--- src/rtl/vga_pkg.sv ---
// vga_pkg: shared constants and types for the VGA frame-buffer access path.
// Contents:
//   - 1024x768 @ 65 MHz timing constants (sync / back porch / active / front)
//   - first and last-plus-one active counter values
//   - frame-buffer geometry (128x96 words, 8x upscale)
//   - writer FSM state encoding
//   - range check helper for writer addresses
package vga_pkg;

    // Horizontal timing, in pixel clocks
    localparam logic [10:0] H_SYNC      = 11'd136;
    localparam logic [10:0] H_BACK      = 11'd160;
    localparam logic [10:0] H_ACTIVE    = 11'd1024;
    localparam logic [10:0] H_FRONT     = 11'd24;
    localparam logic [10:0] H_TOTAL     = 11'd1344;
    localparam logic [10:0] H_ACT_START = 11'd296;
    localparam logic [10:0] H_ACT_END   = 11'd1320;

    // Vertical timing, in lines
    localparam logic [9:0]  V_SYNC      = 10'd6;
    localparam logic [9:0]  V_BACK      = 10'd29;
    localparam logic [9:0]  V_ACTIVE    = 10'd768;
    localparam logic [9:0]  V_FRONT     = 10'd3;
    localparam logic [9:0]  V_TOTAL     = 10'd806;
    localparam logic [9:0]  V_ACT_START = 10'd35;
    localparam logic [9:0]  V_ACT_END   = 10'd803;

    // Frame-buffer geometry: each stored word covers an 8x8 screen block
    localparam logic [7:0]  FB_COLS     = 8'd128;
    localparam logic [6:0]  FB_ROWS     = 7'd96;
    localparam logic [13:0] FB_WORDS    = 14'd12288;
    localparam int unsigned SCALE_LOG2  = 32'd3;

    // Writer handshake FSM
    typedef enum logic [1:0] {
        WR_IDLE    = 2'd0,
        WR_WRITE   = 2'd1,
        WR_RELEASE = 2'd2
    } wr_state_e;

    // True when a writer address lands inside the populated frame buffer
    function automatic logic fb_in_range(input logic [13:0] addr);
        return (addr < FB_WORDS);
    endfunction

endpackage

--- src/rtl/vga_delaymod.sv ---
// vga_delaymod: N-stage register pipe used to align control flags with the
// memory read latency.
// Ports:
//   CLOCK  in   pixel clock
//   RESET  in   asynchronous active-low reset, clears every stage to 0
//   iD     in   W-bit input
//   oQ     out  iD delayed by N clocks
module vga_delaymod #(
    parameter int unsigned N = 3,
    parameter int unsigned W = 1
) (
    input  logic         CLOCK,
    input  logic         RESET,
    input  logic [W-1:0] iD,
    output logic [W-1:0] oQ
);

    logic [W-1:0] pipe_r [N];

    // Shift register chain, stage 0 takes the input
    always_ff @(posedge CLOCK or negedge RESET) begin
        if (!RESET) begin
            for (int i = 0; i < int'(N); i++) begin
                pipe_r[i] <= '0;
            end
        end else begin
            pipe_r[0] <= iD;
            for (int i = 1; i < int'(N); i++) begin
                pipe_r[i] <= pipe_r[i-1];
            end
        end
    end

    assign oQ = pipe_r[N-1];

endmodule

--- src/rtl/vga_ctrlmod.sv ---
// vga_ctrlmod: frame-buffer access controller between the VGA timing
// generator and a single-port 128x96x16 pixel memory.
// Ports:
//   CLOCK, RESET       pixel clock, async active-low reset
//   iAddr              {X[10:0], Y[9:0]} raw timing counters
//   iWr_Req/Addr/Data  writer level request, word address, RGB565 data
//   oWr_Done           one-cycle pulse when the writer request is serviced
//   oMem_Addr/We/WData registered memory port
//   iMem_RData         memory read data, valid 1 clock after oMem_Addr
//   oRGB               pixel data aligned to 3-clock-delayed syncs
//   oFrame_Start       pulse aligned to pixel (0,0) at the output
module vga_ctrlmod
    import vga_pkg::*;
(
    input  logic        CLOCK,
    input  logic        RESET,
    input  logic [20:0] iAddr,
    input  logic        iWr_Req,
    input  logic [13:0] iWr_Addr,
    input  logic [15:0] iWr_Data,
    output logic        oWr_Done,
    output logic [13:0] oMem_Addr,
    output logic        oMem_We,
    output logic [15:0] oMem_WData,
    input  logic [15:0] iMem_RData,
    output logic [15:0] oRGB,
    output logic        oFrame_Start
);

    logic [10:0] x_s;
    logic [9:0]  y_s;
    logic [9:0]  xa_s;
    logic [6:0]  ya_row_s;
    logic        active_s;
    logic        fetch_s;
    logic        frame_s;
    logic [13:0] fetch_addr_s;

    wr_state_e   state_r;
    wr_state_e   state_s;

    logic [13:0] mem_addr_s;
    logic        mem_we_s;
    logic [15:0] mem_wdata_s;
    logic        wr_done_s;

    logic [13:0] mem_addr_r;
    logic        mem_we_r;
    logic [15:0] mem_wdata_r;
    logic        wr_done_r;
    logic        fetch_d1_r;
    logic        fetch_d2_r;
    logic [15:0] pixel_r;
    logic        active_d3_s;
    logic        frame_d3_s;

    assign x_s = iAddr[20:10];
    assign y_s = iAddr[9:0];

    // xa only matters inside the active window, where it never exceeds 1023
    assign xa_s     = 10'(x_s - H_ACT_START);
    assign ya_row_s = 7'((y_s - V_ACT_START) >> SCALE_LOG2);

    assign active_s     = (x_s >= H_ACT_START) && (x_s < H_ACT_END) &&
                          (y_s >= V_ACT_START) && (y_s < V_ACT_END);
    // One fetch per 8-pixel block: the stored word is replicated 8x on screen
    assign fetch_s      = active_s && (xa_s[2:0] == 3'd0);
    assign fetch_addr_s = {ya_row_s, xa_s[9:3]};
    assign frame_s      = (iAddr == 21'd0);

    // Writer FSM state register
    always_ff @(posedge CLOCK or negedge RESET) begin
        if (!RESET) begin
            state_r <= WR_IDLE;
        end else begin
            state_r <= state_s;
        end
    end

    // Writer FSM next state; a fetch slot defers the grant by one cycle
    always_comb begin
        state_s = state_r;
        case (state_r)
            WR_IDLE: begin
                if (iWr_Req && !fetch_s) begin
                    state_s = WR_WRITE;
                end else begin
                    state_s = WR_IDLE;
                end
            end
            WR_WRITE: begin
                state_s = WR_RELEASE;
            end
            WR_RELEASE: begin
                // The request must drop before it can be serviced again
                if (!iWr_Req) begin
                    state_s = WR_IDLE;
                end else begin
                    state_s = WR_RELEASE;
                end
            end
            default: begin
                state_s = WR_IDLE;
            end
        endcase
    end

    // Memory port next values: fetch has priority, writer is granted on entry to WRITE
    always_comb begin
        mem_addr_s  = mem_addr_r;
        mem_we_s    = 1'b0;
        mem_wdata_s = mem_wdata_r;
        wr_done_s   = 1'b0;
        if (fetch_s) begin
            mem_addr_s = fetch_addr_s;
        end else if (state_s == WR_WRITE) begin
            mem_addr_s  = iWr_Addr;
            mem_wdata_s = iWr_Data;
            mem_we_s    = fb_in_range(iWr_Addr);
            wr_done_s   = 1'b1;
        end else begin
            mem_addr_s = mem_addr_r;
        end
    end

    // Registered memory port and writer handshake
    always_ff @(posedge CLOCK or negedge RESET) begin
        if (!RESET) begin
            mem_addr_r  <= 14'd0;
            mem_we_r    <= 1'b0;
            mem_wdata_r <= 16'd0;
            wr_done_r   <= 1'b0;
        end else begin
            mem_addr_r  <= mem_addr_s;
            mem_we_r    <= mem_we_s;
            mem_wdata_r <= mem_wdata_s;
            wr_done_r   <= wr_done_s;
        end
    end

    // Track which memory cycles were display fetches, then capture their read data
    always_ff @(posedge CLOCK or negedge RESET) begin
        if (!RESET) begin
            fetch_d1_r <= 1'b0;
            fetch_d2_r <= 1'b0;
            pixel_r    <= 16'd0;
        end else begin
            fetch_d1_r <= fetch_s;
            fetch_d2_r <= fetch_d1_r;
            if (fetch_d2_r) begin
                pixel_r <= iMem_RData;
            end else begin
                pixel_r <= pixel_r;
            end
        end
    end

    vga_delaymod #(.N(3), .W(1)) u_active_dly (
        .CLOCK (CLOCK),
        .RESET (RESET),
        .iD    (active_s),
        .oQ    (active_d3_s)
    );

    vga_delaymod #(.N(3), .W(1)) u_frame_dly (
        .CLOCK (CLOCK),
        .RESET (RESET),
        .iD    (frame_s),
        .oQ    (frame_d3_s)
    );

    assign oMem_Addr    = mem_addr_r;
    assign oMem_We      = mem_we_r;
    assign oMem_WData   = mem_wdata_r;
    assign oWr_Done     = wr_done_r;
    assign oRGB         = active_d3_s ? pixel_r : 16'h0000;
    assign oFrame_Start = frame_d3_s;

endmodule

--- config.mk ---
export PLATFORM = sky130hd
export DESIGN_NAME = vga_ctrlmod
export DESIGN_NICKNAME = d
export VERILOG_FILES = /design/src/rtl/vga_pkg.sv /design/src/rtl/vga_delaymod.sv /design/src/rtl/vga_ctrlmod.sv
export SDC_FILE = /design/constraint.sdc
export NUM_CORES = 1
export LEC_CHECK = 0
export CAP_MARGIN = 40
export CORE_MARGIN = 5
export CORE_UTILIZATION = 42
export CTS_CLUSTER_SIZE = 8
export DETAILED_ROUTE_END_ITERATION = 16
export GPL_TIMING_DRIVEN = 0
export PLACE_DENSITY = 0.87
export SLEW_MARGIN = 20
export SYNTH_ARGS = -nofsm -noshare
export SYNTH_HDL_FRONTEND = slang
export SYNTH_SLANG_ARGS = --single-unit
--- constraint.sdc ---
create_clock -name CLOCK -period 2.25 [get_ports CLOCK]
set_input_delay 0.3375 -clock CLOCK [delete_from_list [all_inputs] [get_ports CLOCK]]
set_output_delay 0.3375 -clock CLOCK [all_outputs]
set_load 0.02 [all_outputs]
---- Yosys cells after proc, flatten, opt, wreduce, memory -nomap -nowiden ----
Index checks and enable logic that the tools add are counted.
word-level totals
  register bits after elaboration ......... 58
  output and inout bits ................... 49
operators by class
  add/sub/neg operators ................... 2
  $lt $le $gt $ge ......................... 5
  eq/ne operators ......................... 3
  multiplexer cells ....................... 10
  bitwise logic cells ..................... 1
  reductions and logical operators ........ 11
operator list
  cell                   number
  $mux 14                2
  $logic_not 21->1       1
  $mux 16                1
  $lt 14x14->1 const B   1
  $ge 11x9->1 const B    1
  $lt 11x11->1 const B   1
  $ge 10x6->1 const B    1
  $lt 10x10->1 const B   1
  $sub 10x6->10 const B  1
  $sub 10x9->10 const B  1
  $pmux 2 s3             1
  $logic_and 1x1->1      5
  $mux 1                 5
  $eq 2x1->1 const B     2
  $logic_not 3->1        1
  $eq 2x2->1 const B     1
  $logic_not 2->1        1
  $mux 2                 1
  $reduce_and 2->1       1
  $reduce_bool 2->1      1
  $logic_not 1->1        1
  $not 1->1              1

---- Depth between registers and ports, before layout ----
  word-level depth ........................ 12
  gate-level depth with buffers ........... 8
  mapped depth without buffers ............ 7

---- By module ----
From an unflattened synthesis, not the netlist that was laid out.
unflattened totals
  cell total of the unflattened synthesis .. 238
  area, all modules ....................... 2731.4 µm²
by module, submodules not included
  module        times used  cells each  area each (µm²)  seq. area each (µm²)
  vga_ctrlmod   1           232         2581.2           1301.2
  vga_delaymod  2           3           75.1             75.1

---- Worst setup path before layout ----
OpenSTA, ideal clock, no wires.
  kind .................................... input to register
  start ................................... input port iAddr[14]
  end ..................................... register mem_wdata_r[10], in the netlist oMem_WData[10]
  library setup time ...................... 0.125 ns
  data arrival time ....................... 2.102 ns
  required time ........................... 2.125 ns
  setup slack ............................. 0.023 ns
  stages .................................. 8
  cell sequence ........................... inv_1 > ha_1 > nor2b_4 > o31ai_1 > a31oi_2 > a31oi_4 > buf_8 > mux2_4
on the way
  cells in the longest elaborated chain, start to end .. 11
  elaborated cells between the ends (all ways) .. 13
ends and longest elaborated chain
  element                                      line                source
  from (decl)                                  vga_ctrlmod.sv:17   input logic [20:0] iAddr,
  $ge 11x9->1 or $lt 11x11->1 (tied branches)  vga_ctrlmod.sv:64   assign active_s = (x_s >= H_ACT_START) && (x_s < H_ACT_END) &&
  $logic_and 1x1->1 (*) (2 in a row)           vga_ctrlmod.sv:64
  $logic_and 1x1->1 (*)                        vga_ctrlmod.sv:65   (y_s >= V_ACT_START) && (y_s < V_ACT_END);
  $logic_and 1x1->1 (*)                        vga_ctrlmod.sv:67   assign fetch_s = active_s && (xa_s[2:0] == 3'd0);
  $logic_not 1->1 (*)                          vga_ctrlmod.sv:85   if (iWr_Req && !fetch_s) begin
  $logic_and 1x1->1 (*)                        vga_ctrlmod.sv:85
  $mux 1 (*)                                   vga_ctrlmod.sv:85
  $pmux 2 s3 (*)                               vga_ctrlmod.sv:83   case (state_r)
  named net state_s[0]                         vga_ctrlmod.sv:40   wr_state_e state_s;
  $eq 2x1->1 (*)                               vga_ctrlmod.sv:116  end else if (state_s == WR_WRITE) begin
  $reduce_and 2->1 (no source line) (*)        n/a
  to (signal assigned)                         vga_ctrlmod.sv:136  mem_wdata_r <= mem_wdata_s;
  to (decl)                                    vga_ctrlmod.sv:49   logic [15:0] mem_wdata_r;
Mark *: on every way through the listed nets, which the timed path passes. The rest lies on a longest branch.
A chain may end at the register's enable or synchronous reset.

---- Worst setup path in the final report ----
  start ................................... input port iAddr[14]
  end ..................................... register mem_wdata_r[15], in the netlist oMem_WData[15]
on the way
  cells in the longest elaborated chain, start to end .. 11
  elaborated cells between the ends (all ways) .. 13
ends and longest elaborated chain
  element                                      line
  $ge 11x9->1 or $lt 11x11->1 (tied branches)  vga_ctrlmod.sv:64
  $logic_and 1x1->1 (*) (2 in a row)           vga_ctrlmod.sv:64
  $logic_and 1x1->1 (*)                        vga_ctrlmod.sv:65
  $logic_and 1x1->1 (*)                        vga_ctrlmod.sv:67
  $logic_not 1->1                              vga_ctrlmod.sv:85
  $logic_and 1x1->1                            vga_ctrlmod.sv:85
  $mux 1                                       vga_ctrlmod.sv:85
  $pmux 2 s3                                   vga_ctrlmod.sv:83
  $eq 2x1->1                                   vga_ctrlmod.sv:116
  $reduce_and 2->1 (no source line) (*)        n/a
Every way passes the cells marked *; elsewhere a longest branch is shown, timed or not.

==> out/qor.yml <==
floorplanning:
  core-area_sq_um: 6314
  die_h_microns: 90.31
  dieArea_sq_um: 8156
  die_w_microns: 90.31
  ios: 119
  start_util_pct: 42.91
  fp-row-count: 29
routing:
  ant_nets: 0
  wirelength_microns: 6683
  wl_per_cell_microns: 16.14
  drt_pass1_iterations: 4
  drtIter0Drc: 43
  vias_per_cell: 4.988
  remaining_drc_errors: 0
  vias: 2065
final_layout:
  nets: 403
  final_cell_mix: "clkdlybuf4s50_1, dfrtp_1, mux2i_1"
  layout_commonest_cell: "clkdlybuf4s50_1"
  final_cell_count_no_fill: 414
  final_area_sq_um: 4248
  final_core_util_pct: 67.28
  syn2layout_area_growth_pct: 56.81
  final_layout_size_suffix_gt1_share_pct: 20.18
  num_antenna_cells: 0
  nFillCells: 489
yosys:
  avgSynthCellArea_sq_um: 13.61
  ys_ff_latch: 58
  ys_types: 41
  synth_area_sq_um: 2709
  synthCells: 199
  seq_area_frac_synth_pct: 53.58
  synth_fp_nets: 270
  yosys_warnings: 0
  synthArstFlopShare_pct: 100.0
  synth_edf_count: 0
  synthFlopType: "dfrtp_1"
critical_path:
  path_cells: "clkdlybuf4s50_1 > inv_1 > ha_2 > nor2b_4 > o31ai_4 > a31oi_4 > a31oi_4 > buf_4 > mux2_2"
  worstPathMaxFanout: 4
  critPathCaptureType: "flip-flop"
  required_ns: 2.46
  worstReg2RegStart: "state_r[1]"
  r2r_slack_ns: 0.33
  arrival_ns: 2.38
  path_class: "input pin to flip-flop"
  cpMostUsedCell: "a31oi_4"
  critPathMaxStageDelay_ns: 0.44
  startpoint_type: "input pin"
  cp-startpoint: "iAddr[14]"
  worst_path_max_delay_cell: "clkdlybuf4s50_1"
timing:
  rsz0062_at_grt: "yes"
  fmax_mhz: 460.3
  fin_worst_skew_ns: 0.005490
  finalMaxSlewViolations: 0
  finalSetupViolations: 0
  final_hold_viol_count: 0
  period_needed_ns: 2.172
  tns_ns: 0
  hold_slack_ns: 0.07132
  fin_ws_ns: 0.07751
  min_period_over_period_pct: 96.56
  tightest_slew_ns: 0.7232
  slew_headroom_pct: 51.78
global_routing:
  antenna_found_initial: 0
  grt-ovfl-total: 0
  grt_pass1_vias: 2199
  track_usage_pct: 16.70
  grt_pass1_wl_microns: 10840
  grt_max_degree: 59
placed_design:
  placed_area_sq_um: 3984
  dpl.hpwl_microns: 5163
  dp_slack_ns: -0.8426
  routabilityCongestion: 0.7961
  portBuffers: 118
  placed_cells: 394
clocking:
  cts_tree: "done"
  clockRootBuffer: "clkbuf_8"
  clk_path_buf_depth: 2
  cts.clk_slew.worst_paths_ns: 0.06
  cts_sinks: 58
  hold_buffers: 0
  clk_latency_ns: 0.32
  cts_made_buffers: 9
  cts_htree_levels: 3
pwr:
  p_per_area_nw_per_um2: 1066
  vdd_drop_max_uv: 641.6
  leakagePower_nw: 1.842
  p_total_mw: 4.528
flow_run:
  cap_violations: 0
min_path:
  min_path_type: "input pin to asynchronous set/reset pin"
outcome:
  outcome: "completed"
-- critical path: cells and delay by family --
| kind | cells | cell delay (ns) |
|---|---|---|
| buffers and inverters | 3 | 0.70 |
| adders and majority gates | 1 | 0.21 |
| and+or+nand+nor | 1 | 0.06 |
| AOI/OAI and AO/OA | 3 | 0.74 |
| muxes | 1 | 0.33 |
-- path summary, 6_finish.rpt --
check                            endpoint  cells after the start
max                        oMem_WData[15]                      9
max reg2reg                oMem_WData[15]                      5
min                            pixel_r[1]                      1
max in group asynchronous    oMem_Addr[7]                      1
min in group CLOCK           oMem_Addr[0]                      2
min reg2reg                u_frame_dly.oQ                      0
-- cell families (layout without fill, tap and decap cells) --
logic type | count (synthesis) | after routing | synth area share [%]
flip-flops | 58 | 58 | 53.58
multiplexers | 59 | 59 | 24.39
AO/OA/AOI/OAI | 17 | 17 | 6.652
XOR/XNOR | 10 | 10 | 3.233
buffers and inverters | 12 | 150 | 2.124
adder cells (fa/ha/maj) | 1 | 1 | 0.4618
AND/OR/NAND/NOR | 42 | 42 | 9.561
-- where the power goes --
| part | switching, mW | internal (mW) | leakage (nW) |
|---|---|---|---|
| clock network | 0.393 | 0.423 | 0.0851 |
| logic | 0.939 | 1.14 | 1.06 |
| registers | 0.201 | 1.43 | 0.700 |
| total | 1.53 | 2.99 | 1.84 |
-- Yosys cell counts (2+ instances only) --
master	count	share of area [%]
dfrtp_1	58	54
mux2i_1	27	10
mux2_2	24	10
and2_1	17	3.9
mux2_4	8	4.4
xnor2_1	7	2.3
inv_1	6	0.83
nor2_1	6	0.83
nor4_1	5	1.2
clkbuf_1	3	0.42
o21ai_0	3	0.55
xor2_1	3	0.97
nand2_1	2	0.28
nand4_1	2	0.46
nor3_1	2	0.37
-- registers in the layout (all words and copies together) (netlist names), 2 cells and up --
register and count:
pixel_r 16, oMem_Addr 14, oMem_WData 16, u_active_dly.pipe_r 2
state_r 2, u_frame_dly.pipe_r 2
-- timing repair --
action	CTS	global route
cloned	0	0
setup buffers	3	2
pin swaps	2	4
setup endpoints to repair	29	35
gates resized for setup	6	8
-- final cells by class --
type	instances	area (sq um)	area share [%]
Buffer	5	35.03	0.8247
Clock buffer	11	141.4	3.328
Clock inverter	5	30.03	0.7069
Inverter	6	22.52	0.5302
Multi-Input combinational cell	129	1244	29.28
Sequential cell	58	1451	34.17
Tap cell	77	96.34	2.268
Timing Repair Buffer	123	1227	28.90
-- routing by layer --
metal,track usage [%],part of all wire [%],vias up
li1,-,-,981
met1,21.35,43,988
met2,26.22,48,92
met3,6.333,8.3,4
met4,5.211,0.84,0
met5,0,0,-
No activity file was read; power rests on OpenSTA's default activity.
